$ cat src/rtl/up_down_counter_mod.sv
// Up/down counter with programmable modulo bound and step, count enable,
// wrap-or-saturate behaviour, a registered terminal-event pulse and at-limit flags.
module up_down_counter_mod #(
    parameter int N      = 8,
    parameter int STEP_W = 4
) (
    input  logic              clk,
    input  logic              rst,
    input  logic              en,
    input  logic              up_down,
    input  logic              load,
    input  logic [N-1:0]      input_load,
    input  logic [N-1:0]      modulo_max,
    input  logic [STEP_W-1:0] step,
    input  logic              sat_mode,
    output logic [N-1:0]      count_out,
    output logic              carry_out,
    output logic              at_max,
    output logic              at_min
);

    logic [N-1:0] count_q, count_d;
    logic         carry_q, carry_d;

    // All arithmetic is carried at N+1 bits so modulo_max == 2^N-1 is exact.
    logic [N:0] max_ext;
    logic [N:0] range_ext;
    logic [N:0] step_ext;
    logic [N:0] step_eff;
    logic [N:0] cnt_ext;
    logic [N:0] sum_up;
    logic [N:0] wrap_up;
    logic [N:0] diff_dn;
    logic [N:0] wrap_dn;

    always_comb begin
        max_ext   = {1'b0, modulo_max};
        range_ext = max_ext + {{N{1'b0}}, 1'b1};
        step_ext  = {{(N + 1 - STEP_W){1'b0}}, step};
        step_eff  = (step_ext > range_ext) ? range_ext : step_ext;
        cnt_ext   = {1'b0, count_q};
        sum_up    = cnt_ext + step_eff;
        wrap_up   = sum_up - range_ext;
        diff_dn   = cnt_ext - step_eff;
        wrap_dn   = cnt_ext + range_ext - step_eff;
    end

    always_comb begin
        count_d = count_q;
        carry_d = 1'b0;
        if (load) begin
            count_d = (input_load > modulo_max) ? modulo_max : input_load;
        end else if (en) begin
            if (cnt_ext > max_ext) begin
                // Bound shrank below the current count: snap back and flag it.
                count_d = modulo_max;
                carry_d = 1'b1;
            end else if (step_eff == '0) begin
                count_d = count_q;
            end else if (up_down) begin
                if (sum_up <= max_ext) begin
                    count_d = sum_up[N-1:0];
                end else begin
                    count_d = sat_mode ? modulo_max : wrap_up[N-1:0];
                    carry_d = 1'b1;
                end
            end else begin
                if (step_eff <= cnt_ext) begin
                    count_d = diff_dn[N-1:0];
                end else begin
                    count_d = sat_mode ? '0 : wrap_dn[N-1:0];
                    carry_d = 1'b1;
                end
            end
        end
    end

    always_ff @(posedge clk) begin
        if (rst) begin
            count_q <= '0;
            carry_q <= 1'b0;
        end else begin
            count_q <= count_d;
            carry_q <= carry_d;
        end
    end

    assign count_out = count_q;
    assign carry_out = carry_q;
    assign at_max    = (count_q == modulo_max);
    assign at_min    = (count_q == '0);

endmodule

$ cat config.mk
export PLATFORM = sky130hd
export DESIGN_NAME = up_down_counter_mod
export DESIGN_NICKNAME = d
export VERILOG_FILES = /design/src/rtl/up_down_counter_mod.sv
export SDC_FILE = /design/constraint.sdc
export NUM_CORES = 1
export LEC_CHECK = 0
export CORE_ASPECT_RATIO = 1.25
export CORE_MARGIN = 2
export CORE_UTILIZATION = 64
export DETAILED_ROUTE_END_ITERATION = 8
export PLACE_DENSITY = 0.89
export SLEW_MARGIN = 20
export SYNTH_ARGS = -nofsm -noshare
export SYNTH_HDL_FRONTEND = slang
export SYNTH_SLANG_ARGS = --single-unit
$ cat constraint.sdc
create_clock -name clk -period 16.9 [get_ports clk]
set_input_delay 4.225 -clock clk [delete_from_list [all_inputs] [get_ports clk]]
set_output_delay 4.225 -clock clk [all_outputs]
set_load 0.02 [all_outputs]
# Yosys cells after proc, flatten, opt, wreduce, memory -nomap -nowiden
# Index checks and enable logic that the tools add are counted.
word_totals:
  latchBits: 0
  mem_bits_ro: 0
  inputBits: 26
  mem_count: 0
  out_inout_bits: 11
  ramBits: 0
  register_bits: 9
op_classes:
  multipliers: 0
  shifts: 0
  n_reduce_logical: 5
  muxes: 16
  n_eq_ne: 2
  bitwise: 1
  n_addsub: 6
  magnitude_cmp: 5
  div: 0
ops:
  columns: ["cell", "n"]
  rows:
  - ["$mux W8", 10]
  - ["$sub A8 B8 Y8", 3]
  - ["$le A9 B8 Y1", 2]
  - ["$gt A8 B8 Y1", 2]
  - ["$add A8 B1 Y9 const B", 1]
  - ["$add A8 B9 Y9", 1]
  - ["$gt A4 B9 Y1", 1]
  - ["$logic_not A9 Y1", 1]
  - ["$mux W9", 1]
  - ["$add A8 B8 Y8", 1]
  - ["$eq A8 B8 Y1", 1]
  - ["$logic_not A8 Y1", 1]
  - ["$mux W1", 5]
  - ["$ne A3 B3 Y1 const B", 1]
  - ["$reduce_or A3 Y1", 1]
  - ["$reduce_and A2 Y1", 1]
  - ["$reduce_bool A2 Y1", 1]
  - ["$not A1 Y1", 1]

# Logic depth before layout (Yosys ltp)
depth:
  depth_word: 12
  depth_mapped: 26
  mapped_depth_nobuf: 25

# Least setup slack after synthesis
# No wires, ideal clock.
synth_path:
  path_kind: "input -> output"
  from: "input port modulo_max[6]"
  to: "output port at_max"
  t_arrival_ns: 5.126
  path_buffers: 0
  path_slack_ns: 7.549
  stages: 4
  cell_sequence: "inv_1 > ha_1 > nand4_1 > nor2_1"
synth_between:
  elab_chain_cells: 1
synth_lines:
  columns: ["item", "line", "text"]
  rows:
  - ["from (decl)", "13", "input logic [N-1:0] modulo_max,"]
  - ["$eq A8 B8 Y1", "90", "assign at_max = (count_q == modulo_max);"]
  - ["to (decl)", "18", "output logic at_max,"]
# No other way between the ends.

# Worst setup path in the final report
layout_path:
  from: "input port modulo_max[5]"
  to: "output port at_max"
# The elaborated chain is that of the path after synthesis.

==> summary.md <==
| Metric | Value |
|---|---|
| Highest clock rate | `94.0 MHz` |
| End of the worst hold path | `count_out[0]` |
| Max IR drop VDD | `49.6 µV` |
| Number of buffers created by CTS | `3` |
| Number of flops mapped to enable cells by yosys | `0` |
| Overall global routing resource usage | `37.5%` |
| Total number of vias | `3587` |
| Commonest cells after routing, fill and taps aside | `sky130_fd_sc_hd__ha_1, sky130_fd_sc_hd__inv_1, sky130_fd_sc_hd__a21oi_1` |
| Outcome | `finished, final reports clean` |
| Number of distinct library cells after synthesis | `73` |
| Routed length on met2 | `5.38 mm` |
| Flop2flop setup slack | `12.40 ns` |
| Io pins | `37` |
| Reg-to-reg startpoint | `count_out[2]` |
| Final worst hold slack | `0.715 ns` |
| Vias in the first global route | `3687` |
| Library cell occupying the most area in the post-synthesis netlist | `sky130_fd_sc_hd__ha_1` |
| Wire length after detailed routing | `10.8 mm` |
| Highest signal layer in the routed design | `met4` |
| Initial detailed-routing violation count | `269` |
| Final weighted congestion in routability-driven placement | `0.974` |
| Unrepaired setup endpoints after global routing | `false` |
| Metal3 WL | `702 µm` |
| Post-Syn Area | `3400 µm²` |
| Num Clock Sinks | `9` |
| Std-Cell Core Area | `5120 µm²` |
| Count of fill cells added during filler insertion | `417` |
| Count of port buffers added during placement | `36` |
| Worst Skew | `0.00513 ns` |
| Layout Nets | `581` |
| Sequential cell area | `180 µm²` |
| Syn_area_per_cell | `7.86 µm²` |
| Die Y | `85.5 µm` |
| Number of antenna violations at the first check in global routing | `0` |
| DP Wirelength | `8.91 mm` |
| Cells after synthesis | `433` |
| Die X | `69.2 µm` |
| Ratio of final minimum period to clock period | `63.0%` |
| Worst setup SP type | `primary input` |
| Number of vias per cell | `6.63` |
| CP Data Arrival Time | `6.42 ns` |
| Post-CTS setup buffer count | `0` |
| Terminus of the critical flop-to-flop path | `count_out[1]` |
| FF+latch count, synth | `9` |
| Clock-pin slew on the worst setup and hold paths | `0.05 ns` |
| Count of hold-fix buffers inserted at cts | `0` |
| Pin count of the biggest net entering global routing | `16` |
| Detailed-route wire length per cell | `20.0 µm` |
| Yosys top cell area share | `23.9%` |
| Number of optimization iterations in the first detailed-route pass | `5` |
| Cell Pwr Density | `87.6 nW/µm²` |
| Multi-input combinational cell area | `3050 µm²` |
| HP Class | `reg -> reg` |
| Ant diodes | `0` |
| Required time at the worst-slack endpoint | `12.68 ns` |
| Antenna-violating nets left | `0` |
| Most common cell after layout, fill and taps aside | `sky130_fd_sc_hd__ha_1` |
| Clock tree root buffer cell | `sky130_fd_sc_hd__clkbuf_8` |
| Worst-case headroom to the max-slew limit | `43.8%` |
| Die Footprint | `5920 µm²` |
| Sum of negative setup slack | `0 ns` |
| Total congestion overflow after global routing | `0` |
| Relative area change from synthesis to final layout | `14.9%` |
| Share of synthesized flip-flops with an asynchronous set or reset | `0%` |
| Worst slew pin tran | `0.836 ns` |
| Worst hold start | `count_out[0]` |
| Largest buffer count on any clock path | `2` |
| Insertion delay to the later sink of the worst-skew pair | `0.24 ns` |
| Worst r2r path cells | `16` |
| Type of the worst setup path | `in -> out` |
| Standard-cell rows | `29` |
| Post-layout min period | `10.64 ns` |
| Layout cells sized above 1 | `5.64%` |
| Initial Util | `66.5%` |
| Post-route DRC violation count | `0` |
| Number of warnings printed during yosys synthesis | `0` |
| Crit Path Max Fanout | `7` |
| Final setup violation count | `0` |
| Total power draw | `0.000342 W` |
| H-tree levels | `1` |
| Portion of the post-synthesis area used by sequential elements | `5.30%` |
| Nature of the critical path endpoint | `output port` |
| Reported leakage power | `1.79 nW` |
| Final hold violation count | `0` |
| Clock tree from TritonCTS | `done` |
| # Max-Cap Violations | `0` |
| Hold Path Depth | `2` |
| Global-route wire length before repair | `17.7 mm` |
| PostCTS Resize Cnt | `0` |
| Top cells by area, synth | `sky130_fd_sc_hd__ha_1, sky130_fd_sc_hd__fa_1, sky130_fd_sc_hd__a21oi_1, sky130_fd_sc_hd__inv_1, sky130_fd_sc_hd__dfxtp_1` |
| Most used flip-flop cell after synthesis | `sky130_fd_sc_hd__dfxtp_1` |
| Number of pins exceeding their max-slew limit in the final report | `0` |
| Detailed-routing wirelength on met1 | `4.04 mm` |
[metal layers]
layer / GRT usage (%) / vias up
met3: 3.76 / 65
met5: 0 / -
li1: - / 1662
met4: 21.7 / 0
met2: 68.3 / 194
met1: 42.3 / 1666
[cells in the mapped netlist (7+ instances only)]
library cell               instances
sky130_fd_sc_hd__a21o_1            8
sky130_fd_sc_hd__a21oi_1          37
sky130_fd_sc_hd__and3_1            8
sky130_fd_sc_hd__dfxtp_1           9
sky130_fd_sc_hd__fa_1             10
sky130_fd_sc_hd__ha_1             65
sky130_fd_sc_hd__inv_1            49
sky130_fd_sc_hd__nand2_1          23
sky130_fd_sc_hd__nand3_1           9
sky130_fd_sc_hd__nand4_1           8
sky130_fd_sc_hd__nor2_1           36
sky130_fd_sc_hd__nor2b_1           8
sky130_fd_sc_hd__nor3_1            7
sky130_fd_sc_hd__o211ai_1         10
sky130_fd_sc_hd__o21a_1            7
sky130_fd_sc_hd__o21ai_0          14
sky130_fd_sc_hd__xnor2_1          16
sky130_fd_sc_hd__xor2_1            9
[worst max-delay path, cell delays in order]
cell                              delay, ns
sky130_fd_sc_hd__clkdlybuf4s50_1       0.63
sky130_fd_sc_hd__inv_1                 0.23
sky130_fd_sc_hd__ha_1                  0.35
sky130_fd_sc_hd__nand4_1               0.16
sky130_fd_sc_hd__nor2_1                0.18
sky130_fd_sc_hd__clkdlybuf4s50_1       0.63
[sequential cells by signal, indices dropped and copies added (netlist names)]
name       flops
count_out      8
carry_out      1
[layout make-up]
type | instances | area share [%]
flip-flops and latches | 9 | 4.61
clock buffers | 4 | 1.15
multi-input cells | 379 | 78.0
well taps | 62 | 1.98
inverters | 50 | 4.80
repair buffers | 37 | 9.41
[cell families (layout without fill, tap and decap cells)]
kind of cell    after synthesis  count (layout)  synth area share (%)
compound gates              129             129                  28.3
buf+inv                      59              91                  6.73
flops                         9               9                  5.30
mux                           5               5                  1.88
fa+ha+maj                    77              77                  30.5
xor+xnor                     29              29                  8.86
simple gates                123             123                  18.2
other cells                   2              16                 0.221
[where the power goes]
group | internal (W) | switching, W
logic | 0.000120 | 0.000163
registers | 0.0000246 | 0.00000871
clock network | 0.0000165 | 0.00000914
total | 0.000161 | 0.000181
[how the worst max path moves through the flow]
stage             startpoint      endpoint  cells past startpoint
5_1_grt        modulo_max[0]  count_out[0]                     24
2_1_floorplan  modulo_max[6]        at_max                      4
3_5_place_dp   modulo_max[5]        at_max                      6
3_3_place_gp   modulo_max[5]        at_max                      6
6_report       modulo_max[5]        at_max                      6
4_1_cts        modulo_max[5]        at_max                      6
[through the flow]
step | instances | area (µm²) | util [%] | setup slack, ns
6_report | 541 | 3910 | 76.4 | 6.26
5_1_grt | 541 | 3910 | 76.4 | 5.94
4_1_cts | 541 | 3900 | 76.3 | 6.29
3_5_place_dp | 537 | 3860 | 75.4 | 6.29
3_3_place_gp | 537 | 3860 | 75.4 | 6.27
2_1_floorplan | 447 | 3450 | - | 7.55
(Power assumes the default switching activity.)
